## config.mk

```make
export PLATFORM = sky130hd
export DESIGN_NAME = de_ex_stage_flat
export DESIGN_NICKNAME = d
export VERILOG_FILES = /design/src/rtl/de_ex_stage_if.sv /design/src/rtl/de_ex_stage.sv /design/src/flat_wrapper.sv
export SDC_FILE = /design/constraint.sdc
export NUM_CORES = 1
export LEC_CHECK = 0
export BUFFER_PORTS_ARGS = -buffer_cell sky130_fd_sc_hd__buf_2
export CAP_MARGIN = 30
export CORE_AREA = 2 2 153 155
export DETAILED_ROUTE_END_ITERATION = 6
export DIE_AREA = 0 0 155 157
export PLACE_DENSITY = 0.67
export REMOVE_ABC_BUFFERS = 1
export SYNTH_ARGS = -nofsm -noshare
export SYNTH_HDL_FRONTEND = slang
export SYNTH_SLANG_ARGS = --single-unit
```

## constraint.sdc

```tcl
create_clock -name clk -period 1.9 [get_ports clk]
set_clock_uncertainty 0.2 [all_clocks]
set_input_delay 0.095 -clock clk [delete_from_list [all_inputs] [get_ports clk]]
set_output_delay 0.095 -clock clk [all_outputs]
set_load 0.1 [all_outputs]
```

## src/rtl/de_ex_stage_if.sv

```systemverilog
`default_nettype none
// ============================================================================
// de_ex_stage_if : Decode->Execute bundle (decode fields in, execute fields out)
// Revision 1.0
// ============================================================================
interface de_ex_stage_if #(
  parameter int XLEN = 32
);
  logic            ALUASrc_de, ALUBSrc_de, DMWr_de, RUWr_de;
  logic [1:0]      RuDataWrSrc_de;
  logic [2:0]      DMCtrl_de;
  logic [3:0]      ALUOp_de;
  logic [4:0]      BrOp_de;
  logic [XLEN-1:0] PC_de, PCInc_de, RUrs1_de, RUrs2_de, ImmExt_de;
  logic [4:0]      rs1_de, rs2_de, rd_de;
  logic            flush_ex;

  logic            ALUASrc_ex, ALUBSrc_ex, DMWr_ex, RUWr_ex;
  logic [1:0]      RuDataWrSrc_ex;
  logic [2:0]      DMCtrl_ex;
  logic [3:0]      ALUOp_ex;
  logic [4:0]      BrOp_ex;
  logic [XLEN-1:0] PC_ex, PCInc_ex, RUrs1_ex, RUrs2_ex, ImmExt_ex;
  logic [4:0]      rs1_ex, rs2_ex, rd_ex;
  logic            valid_ex;
  logic            stall_fd;

  modport master (
    output ALUASrc_de, ALUBSrc_de, DMWr_de, RUWr_de, RuDataWrSrc_de, DMCtrl_de,
           ALUOp_de, BrOp_de, PC_de, PCInc_de, RUrs1_de, RUrs2_de, ImmExt_de,
           rs1_de, rs2_de, rd_de, flush_ex,
    input  ALUASrc_ex, ALUBSrc_ex, DMWr_ex, RUWr_ex, RuDataWrSrc_ex, DMCtrl_ex,
           ALUOp_ex, BrOp_ex, PC_ex, PCInc_ex, RUrs1_ex, RUrs2_ex, ImmExt_ex,
           rs1_ex, rs2_ex, rd_ex, valid_ex, stall_fd
  );

  modport slave (
    input  ALUASrc_de, ALUBSrc_de, DMWr_de, RUWr_de, RuDataWrSrc_de, DMCtrl_de,
           ALUOp_de, BrOp_de, PC_de, PCInc_de, RUrs1_de, RUrs2_de, ImmExt_de,
           rs1_de, rs2_de, rd_de, flush_ex,
    output ALUASrc_ex, ALUBSrc_ex, DMWr_ex, RUWr_ex, RuDataWrSrc_ex, DMCtrl_ex,
           ALUOp_ex, BrOp_ex, PC_ex, PCInc_ex, RUrs1_ex, RUrs2_ex, ImmExt_ex,
           rs1_ex, rs2_ex, rd_ex, valid_ex, stall_fd
  );
endinterface
`default_nettype wire

```

## src/rtl/de_ex_stage.sv

```systemverilog
`default_nettype none
// ============================================================================
// de_ex_stage : DE->EX pipeline register with load-use stall and flush bubble
// Revision 1.0
// ============================================================================
module de_ex_stage #(
  parameter int XLEN = 32
) (
  input  wire            clk,
  input  wire            rst_n,
  de_ex_stage_if.slave   bus
);

  logic            r_alua_src, r_alub_src, r_dm_wr, r_ru_wr, r_valid;
  logic [1:0]      r_ru_data_wr_src;
  logic [2:0]      r_dm_ctrl;
  logic [3:0]      r_alu_op;
  logic [4:0]      r_br_op;
  logic [XLEN-1:0] r_pc, r_pc_inc, r_rurs1, r_rurs2, r_imm_ext;
  logic [4:0]      r_rs1, r_rs2, r_rd;

  logic w_load_use;
  logic w_take;

  // Conservative: rs1/rs2 are compared whether or not the instruction reads them.
  assign w_load_use = r_valid && (r_ru_data_wr_src == 2'b01) && (r_rd != 5'd0) &&
                      ((r_rd == bus.rs1_de) || (r_rd == bus.rs2_de));
  assign w_take     = !bus.flush_ex && !w_load_use;

  always_ff @(posedge clk or negedge rst_n) begin
    if (!rst_n) begin
      r_alua_src       <= 1'b0;
      r_alub_src       <= 1'b0;
      r_dm_wr          <= 1'b0;
      r_ru_wr          <= 1'b0;
      r_ru_data_wr_src <= 2'b00;
      r_dm_ctrl        <= 3'b000;
      r_alu_op         <= 4'b0000;
      r_br_op          <= 5'b00000;
      r_pc             <= '0;
      r_pc_inc         <= '0;
      r_rurs1          <= '0;
      r_rurs2          <= '0;
      r_imm_ext        <= '0;
      r_rs1            <= 5'd0;
      r_rs2            <= 5'd0;
      r_rd             <= 5'd0;
      r_valid          <= 1'b0;
    end else begin
      // A bubble is the all-zero word, so it can never retrigger load_use.
      r_alua_src       <= w_take ? bus.ALUASrc_de     : 1'b0;
      r_alub_src       <= w_take ? bus.ALUBSrc_de     : 1'b0;
      r_dm_wr          <= w_take ? bus.DMWr_de        : 1'b0;
      r_ru_wr          <= w_take ? bus.RUWr_de        : 1'b0;
      r_ru_data_wr_src <= w_take ? bus.RuDataWrSrc_de : 2'b00;
      r_dm_ctrl        <= w_take ? bus.DMCtrl_de      : 3'b000;
      r_alu_op         <= w_take ? bus.ALUOp_de       : 4'b0000;
      r_br_op          <= w_take ? bus.BrOp_de        : 5'b00000;
      r_pc             <= w_take ? bus.PC_de          : '0;
      r_pc_inc         <= w_take ? bus.PCInc_de       : '0;
      r_rurs1          <= w_take ? bus.RUrs1_de       : '0;
      r_rurs2          <= w_take ? bus.RUrs2_de       : '0;
      r_imm_ext        <= w_take ? bus.ImmExt_de      : '0;
      r_rs1            <= w_take ? bus.rs1_de         : 5'd0;
      r_rs2            <= w_take ? bus.rs2_de         : 5'd0;
      r_rd             <= w_take ? bus.rd_de          : 5'd0;
      r_valid          <= w_take;
    end
  end

  assign bus.ALUASrc_ex     = r_alua_src;
  assign bus.ALUBSrc_ex     = r_alub_src;
  assign bus.DMWr_ex        = r_dm_wr;
  assign bus.RUWr_ex        = r_ru_wr;
  assign bus.RuDataWrSrc_ex = r_ru_data_wr_src;
  assign bus.DMCtrl_ex      = r_dm_ctrl;
  assign bus.ALUOp_ex       = r_alu_op;
  assign bus.BrOp_ex        = r_br_op;
  assign bus.PC_ex          = r_pc;
  assign bus.PCInc_ex       = r_pc_inc;
  assign bus.RUrs1_ex       = r_rurs1;
  assign bus.RUrs2_ex       = r_rurs2;
  assign bus.ImmExt_ex      = r_imm_ext;
  assign bus.rs1_ex         = r_rs1;
  assign bus.rs2_ex         = r_rs2;
  assign bus.rd_ex          = r_rd;
  assign bus.valid_ex       = r_valid;
  // A flush discards the load's dependent anyway, so there is nothing to hold.
  assign bus.stall_fd       = w_load_use && !bus.flush_ex;

endmodule
`default_nettype wire

```

## src/flat_wrapper.sv

```systemverilog
// flat-port wrapper written by rule: the top's interface ports become plain ports
module de_ex_stage_flat 
#(
  parameter int XLEN = 32
)
  (clk, rst_n, bus_ALUASrc_de, bus_ALUBSrc_de, bus_DMWr_de, bus_RUWr_de, bus_RuDataWrSrc_de, bus_DMCtrl_de, bus_ALUOp_de, bus_BrOp_de, bus_PC_de, bus_PCInc_de, bus_RUrs1_de, bus_RUrs2_de, bus_ImmExt_de, bus_rs1_de, bus_rs2_de, bus_rd_de, bus_flush_ex, bus_ALUASrc_ex, bus_ALUBSrc_ex, bus_DMWr_ex, bus_RUWr_ex, bus_RuDataWrSrc_ex, bus_DMCtrl_ex, bus_ALUOp_ex, bus_BrOp_ex, bus_PC_ex, bus_PCInc_ex, bus_RUrs1_ex, bus_RUrs2_ex, bus_ImmExt_ex, bus_rs1_ex, bus_rs2_ex, bus_rd_ex, bus_valid_ex, bus_stall_fd);
  de_ex_stage_if #(.XLEN(XLEN)) bus_i ();
  input  wire clk;
  input  wire rst_n;
  input wire logic [$bits(bus_i.ALUASrc_de)-1:0] bus_ALUASrc_de;
  input wire logic [$bits(bus_i.ALUBSrc_de)-1:0] bus_ALUBSrc_de;
  input wire logic [$bits(bus_i.DMWr_de)-1:0] bus_DMWr_de;
  input wire logic [$bits(bus_i.RUWr_de)-1:0] bus_RUWr_de;
  input wire logic [$bits(bus_i.RuDataWrSrc_de)-1:0] bus_RuDataWrSrc_de;
  input wire logic [$bits(bus_i.DMCtrl_de)-1:0] bus_DMCtrl_de;
  input wire logic [$bits(bus_i.ALUOp_de)-1:0] bus_ALUOp_de;
  input wire logic [$bits(bus_i.BrOp_de)-1:0] bus_BrOp_de;
  input wire logic [$bits(bus_i.PC_de)-1:0] bus_PC_de;
  input wire logic [$bits(bus_i.PCInc_de)-1:0] bus_PCInc_de;
  input wire logic [$bits(bus_i.RUrs1_de)-1:0] bus_RUrs1_de;
  input wire logic [$bits(bus_i.RUrs2_de)-1:0] bus_RUrs2_de;
  input wire logic [$bits(bus_i.ImmExt_de)-1:0] bus_ImmExt_de;
  input wire logic [$bits(bus_i.rs1_de)-1:0] bus_rs1_de;
  input wire logic [$bits(bus_i.rs2_de)-1:0] bus_rs2_de;
  input wire logic [$bits(bus_i.rd_de)-1:0] bus_rd_de;
  input wire logic [$bits(bus_i.flush_ex)-1:0] bus_flush_ex;
  output wire logic [$bits(bus_i.ALUASrc_ex)-1:0] bus_ALUASrc_ex;
  output wire logic [$bits(bus_i.ALUBSrc_ex)-1:0] bus_ALUBSrc_ex;
  output wire logic [$bits(bus_i.DMWr_ex)-1:0] bus_DMWr_ex;
  output wire logic [$bits(bus_i.RUWr_ex)-1:0] bus_RUWr_ex;
  output wire logic [$bits(bus_i.RuDataWrSrc_ex)-1:0] bus_RuDataWrSrc_ex;
  output wire logic [$bits(bus_i.DMCtrl_ex)-1:0] bus_DMCtrl_ex;
  output wire logic [$bits(bus_i.ALUOp_ex)-1:0] bus_ALUOp_ex;
  output wire logic [$bits(bus_i.BrOp_ex)-1:0] bus_BrOp_ex;
  output wire logic [$bits(bus_i.PC_ex)-1:0] bus_PC_ex;
  output wire logic [$bits(bus_i.PCInc_ex)-1:0] bus_PCInc_ex;
  output wire logic [$bits(bus_i.RUrs1_ex)-1:0] bus_RUrs1_ex;
  output wire logic [$bits(bus_i.RUrs2_ex)-1:0] bus_RUrs2_ex;
  output wire logic [$bits(bus_i.ImmExt_ex)-1:0] bus_ImmExt_ex;
  output wire logic [$bits(bus_i.rs1_ex)-1:0] bus_rs1_ex;
  output wire logic [$bits(bus_i.rs2_ex)-1:0] bus_rs2_ex;
  output wire logic [$bits(bus_i.rd_ex)-1:0] bus_rd_ex;
  output wire logic [$bits(bus_i.valid_ex)-1:0] bus_valid_ex;
  output wire logic [$bits(bus_i.stall_fd)-1:0] bus_stall_fd;
  assign bus_i.ALUASrc_de = bus_ALUASrc_de;
  assign bus_i.ALUBSrc_de = bus_ALUBSrc_de;
  assign bus_i.DMWr_de = bus_DMWr_de;
  assign bus_i.RUWr_de = bus_RUWr_de;
  assign bus_i.RuDataWrSrc_de = bus_RuDataWrSrc_de;
  assign bus_i.DMCtrl_de = bus_DMCtrl_de;
  assign bus_i.ALUOp_de = bus_ALUOp_de;
  assign bus_i.BrOp_de = bus_BrOp_de;
  assign bus_i.PC_de = bus_PC_de;
  assign bus_i.PCInc_de = bus_PCInc_de;
  assign bus_i.RUrs1_de = bus_RUrs1_de;
  assign bus_i.RUrs2_de = bus_RUrs2_de;
  assign bus_i.ImmExt_de = bus_ImmExt_de;
  assign bus_i.rs1_de = bus_rs1_de;
  assign bus_i.rs2_de = bus_rs2_de;
  assign bus_i.rd_de = bus_rd_de;
  assign bus_i.flush_ex = bus_flush_ex;
  assign bus_ALUASrc_ex = bus_i.ALUASrc_ex;
  assign bus_ALUBSrc_ex = bus_i.ALUBSrc_ex;
  assign bus_DMWr_ex = bus_i.DMWr_ex;
  assign bus_RUWr_ex = bus_i.RUWr_ex;
  assign bus_RuDataWrSrc_ex = bus_i.RuDataWrSrc_ex;
  assign bus_DMCtrl_ex = bus_i.DMCtrl_ex;
  assign bus_ALUOp_ex = bus_i.ALUOp_ex;
  assign bus_BrOp_ex = bus_i.BrOp_ex;
  assign bus_PC_ex = bus_i.PC_ex;
  assign bus_PCInc_ex = bus_i.PCInc_ex;
  assign bus_RUrs1_ex = bus_i.RUrs1_ex;
  assign bus_RUrs2_ex = bus_i.RUrs2_ex;
  assign bus_ImmExt_ex = bus_i.ImmExt_ex;
  assign bus_rs1_ex = bus_i.rs1_ex;
  assign bus_rs2_ex = bus_i.rs2_ex;
  assign bus_rd_ex = bus_i.rd_ex;
  assign bus_valid_ex = bus_i.valid_ex;
  assign bus_stall_fd = bus_i.stall_fd;
  de_ex_stage #(.XLEN(XLEN)) u_core (.clk(clk), .rst_n(rst_n), .bus(bus_i));
endmodule
```

# Yosys cells after proc, flatten, opt, wreduce, memory -nomap -nowiden
# Index checks and enable logic that the tools add are counted.
# totals
latchBits,0
output_inout_bits,195
romBits,0
regBits,194
ram_bits,0
mem_count,0
word_cells,45
# classes
n_addsub,0
mul,0
n_bitwise,0
order_cmp,0
n_mux,16
reduce_logical,9
n_div,0
n_eq_ne,3
shifts,0
# op_table
op,n
$mux 32,5
$mux 5,4
$eq 5x5->1,2
$logic_and 1x1->1,5
$reduce_bool 5->1,1
$mux 1,4
$mux 4,1
$mux 3,1
$eq 2x1->1 const B,1
$logic_not 1->1,2
$mux 2,1
$logic_or 1x1->1,1

# Longest topological paths before layout
# logic_depth
word_depth,7
ltp_mapped,6
depth_no_buf,4

# Worst setup path after synthesis
# OpenSTA, ideal clock, no wires.
# synth_timing
path_type,reg2out
startpoint,register u_core.r_rd[0] (netlist: u_core.bus.rd_ex[0])
endpoint,output bus_stall_fd
required_ps,1605
stages_incl_launch_ff,6
path_buffers,1
path_slack_ps,-854
arrival_ps,2459
path_cell_list,dfrtp_1 > xnor2_1 > nand3_1 > o22ai_2 > buf_4 > and3b_1
# synth_between
elab_chain_len,4
# synth_lines
element,line_no,source
start: declaration,de_ex_stage.sv:20,"logic [4:0] r_rs1, r_rs2, r_rd;"
start signal: assignment,de_ex_stage.sv:66,r_rd <= w_take ? bus.rd_de : 5'd0;
$eq 5x5->1 or $reduce_bool 5->1 (tied branches),"de_ex_stage.sv:27, de_ex_stage.sv:26",
$logic_or 1x1->1 or $logic_and 1x1->1 (tied branches),"de_ex_stage.sv:27, de_ex_stage.sv:26",
$logic_and 1x1->1 *,de_ex_stage.sv:26,assign w_load_use = r_valid && (r_ru_data_wr_src == 2'b01) && (r_rd != 5'd0) &&
$logic_and 1x1->1 *,de_ex_stage.sv:89,assign bus.stall_fd = w_load_use && !bus.flush_ex;
end: declaration,flat_wrapper.sv:44,output wire logic [$bits(bus_i.stall_fd)-1:0] bus_stall_fd;
# Mark *: on every way between the ends. The rest lies on a longest branch, timed or not.

# Worst setup path after layout
# layout_timing
startpoint,register u_core.r_rd[4] (netlist: u_core.bus.rd_ex[4])
endpoint,output bus_stall_fd
# Same word-level chain as after synthesis.

==> summary.txt <==
Status
  • Outcome: complete, but fails checks
  • Failing checks: negative setup slack

Global routing
  • First-pass GRT wire length: 39300 um
  • Total GRT Usage: 20.4%
  • Largest net degree at the start of global routing: 70
  • Vias in the first global route: 7628
  • Initial antenna violation count: 1
  • Total gr overflow: 0

Setup path
  • R2r startpoint: u_core.bus.rd_ex[4]$_DFF_PN0_
  • Critical path's largest stage delay: between 0.4 and 0.5 ns
  • Req. time, crit path: between 1.5 and 2 ns
  • Kind of critical path: reg2out
  • Slowest CP cell: dfrtp_1
  • FF-to-FF End: u_core.bus.RUrs2_ex[31]$_DFF_PN0_
  • Crit path max fanout: 4
  • CP Capture Type: output pin
  • Internal reg-to-reg setup slack: -0.12 ns
  • Crit-path most repeated cell: buf_12
  • Crit start category: register
  • R2R depth: 7
  • Worst-path cell chain: xnor2_1 > nand3_1 > o22ai_4 > buf_12 > and3b_2 > buf_12
  • Data arrival, critical path: between 1.5 and 2 ns

Min path
  • Hold path depth: 3
  • Worst hold start: bus_flush_ex
  • Worst Hold Path EP: u_core.bus.PCInc_ex[28]$_DFF_PN0_
  • Worst min path class: in2reg

Yosys
  • FF+latch count, synth: 194
  • Mapped Cells: between 600 and 700
  • Share of the synthesized area in the top cell type: 65.1%
  • Count of different cell masters after synthesis: 16
  • Syn Area/Cell: 11.2 um2
  • Sequential fraction of the synthesis area: 65.1%
  • Post-synthesis cell area: 0.00745 mm2
  • Synth area leader: dfrtp_1
  • Synth top area cells: dfrtp_1 (65%), nand2b_1 (16%), a21oi_1 (13%)
  • Synthesis Warnings: 0

Die
  • FP Rows: 55
  • I/O pin cnt: 391
  • Initial Util: 33.1%
  • Core area: 0.0225 mm2
  • Die Y: around 160 um
  • Die area: approximately 0.024 mm2
  • Die Wd: 155 um

Detailed routing
  • First drt pass iteration count: 4
  • DRC violations left: 0
  • Drt initial violations: between 300 and 400
  • Avg WL per Cell: 16.4 um
  • Detailed Route WL: 25200 um
  • Post-detailed-route via-to-cell ratio: 4.60
  • Vias: approximately 7100
  • Final ANT Viol Nets: 0

Place
  • Placed Cells: 1304
  • Port Buffers: 390
  • Post-DP HPWL: 15300 um
  • Routability cong.: 0.797

Final layout
  • Multi-input combinational cell area: 0.00235 mm2
  • Layout cells sized above 1: 36.6%
  • Nets: between 1000 and 1500
  • Commonest cells after routing, fill and taps aside: buf_2 (387), dlygate4sd3_1 (195), a21oi_1 (194), dfrtp_1 (194), nand2b_1 (193)
  • Utilization after layout: 55.7%
  • Area growth from synthesis to layout: 68.2%
  • FF/Latch Area: 0.00485 mm2
  • Fin cells: 1538
  • Commonest non-fill, non-tap cell in the layout: buf_2
  • Fill cells: 1874

Timing
  • Fin. max-slew vios: 0
  • Fin worst setup slack: -0.295 ns
  • Max frequency: 456 MHz
  • Tcrit/Tclk final: 116%
  • Max_slew headroom: between 60% and 70%
  • Min cycle time layout: between 2 and 2.5 ns
  • Setup violators final: 83
  • Final-report hold violation count: 0
  • Worst-Margin Slew: 0.520 ns
  • Setup TNS: -6.09 ns
  • Unrepaired setup endpoints after global routing: true

Power
  • Power per Cell Area: between 800 and 900 mW/mm2
  • VDD IR max: 0.000500 V
  • Final Total Pwr: 11.0 mW
  • Leak: 6.44 nW

Clocking
  • CTS tree: built
  • CTS Buf Count: 17
  • Latest clock arrival within the worst-skew pair: 0.41 ns
  • TritonCTS Sinks: ~190
  • Clk slew on worst S/H paths: 0.08 ns
  • Htree depth: 4
  • CTS max path bufs: 2
  • Root Driver: clkbuf_16

Flow run
  • Max cap viols: 0
-- synth_stat cells --
cell,number
nand2_1,2
xnor2_1,10
and3b_1,1
a21oi_1,194
buf_1,7
nand3b_1,1
o22ai_2,1
clkbuf_1,33
nand3_1,2
buf_2,21
a21oi_2,1
dfrtp_1,194
nor3_1,1
buf_4,2
nor2_1,1
nand2b_1,193
-- power by group --
part           leakage [nW]  switching (mW)  total, mW  internal, mW
sequential             2.50          0.0613       4.40          4.34
clock                 0.273            1.69       3.46          1.77
combinational          3.67            2.30       3.13         0.827
-- final cells by class --
type | instances | area share [%]
Antenna cell | 2 | 0.0399
Tap cell | 285 | 2.84
Sequential cell | 194 | 38.7
Clock buffer | 19 | 3.53
Timing Repair Buffer | 618 | 35.1
Multi-Input combinational cell | 407 | 18.8
Clock inverter | 13 | 0.938
-- through the flow --
step | setup WS [ns] | hold slack, ns | instance area (um2)
6_report | -0.295 | 0.0478 | 12500
3_5_place_dp | 0.0517 | -0.123 | 9920
4_1_cts | -0.286 | 0.0227 | 12500
5_1_grt | -0.405 | 0.0700 | 12500
2_1_floorplan | -4.67 | -0.401 | 7180
3_3_place_gp | 0.0904 | -0.124 | 9920
-- timing repair --
| action | CTS | global route |
|---|---|---|
| gates resized for setup | 3 | 4 |
| pin swaps | 3 | 4 |
| setup endpoints to repair | 1 | 181 |
| endpoints found under the hold margin | 387 | 0 |
| hold buffers | 195 | 0 |
| gates cloned | 0 | 2 |
| setup buffers | 4 | 1 |
-- cell families (layout without fill, tap and decap cells) --
kind of cell,Yosys count,count (layout),synth area share [%]
flip-flops,194,194,65.1
AO/OA/AOI/OAI,196,196,13.3
AND/OR/NAND/NOR,201,201,16.8
other,0,2,0
buffers and inverters,63,650,3.63
XOR/XNOR,10,10,1.17
-- layer usage --
| layer | part of all wire [%] | global-route usage [%] |
|---|---|---|
| met4 | 3.7 | 9.52 |
| met3 | 7.3 | 5.81 |
| met5 | 0 | 0 |
| met2 | 51 | 35.9 |
| met1 | 38 | 22.9 |
-- critical path, delay by kind of cell (launching register included) --
| kind | cells | cell delay (ns) |
|---|---|---|
| simple gates | 2 | 0.36 |
| buf+inv | 2 | 0.31 |
| flops | 1 | 0.44 |
| xor+xnor | 1 | 0.19 |
| compound gates | 1 | 0.19 |
-- flip-flops by register name, indices dropped and copies added, names as in the netlist, 2 cells and up --
signal,cells
u_core.bus.ALUOp_ex,4
u_core.bus.BrOp_ex,5
u_core.bus.DMCtrl_ex,3
u_core.bus.ImmExt_ex,32
u_core.bus.PCInc_ex,32
u_core.bus.PC_ex,32
u_core.bus.RUrs1_ex,32
u_core.bus.RUrs2_ex,32
u_core.bus.RuDataWrSrc_ex,2
u_core.bus.rd_ex,5
u_core.bus.rs1_ex,5
u_core.bus.rs2_ex,5
-- how the worst max path moves through the flow --
stage                             startpoint                                to  slack, ns  cells after the start
2_1_floorplan  u_core.bus.rd_ex[0]$_DFF_PN0_                      bus_stall_fd      -4.67                      3
3_3_place_gp   u_core.bus.rd_ex[0]$_DFF_PN0_                      bus_stall_fd       0.09                      6
3_5_place_dp   u_core.bus.rd_ex[3]$_DFF_PN0_  u_core.bus.ALUOp_ex[0]$_DFF_PN0_       0.05                      6
4_1_cts        u_core.bus.rd_ex[3]$_DFF_PN0_                      bus_stall_fd      -0.29                      6
5_1_grt        u_core.bus.rd_ex[0]$_DFF_PN0_                      bus_stall_fd      -0.40                      6
6_report       u_core.bus.rd_ex[4]$_DFF_PN0_                      bus_stall_fd      -0.29                      6
(Power assumes the default switching activity.)
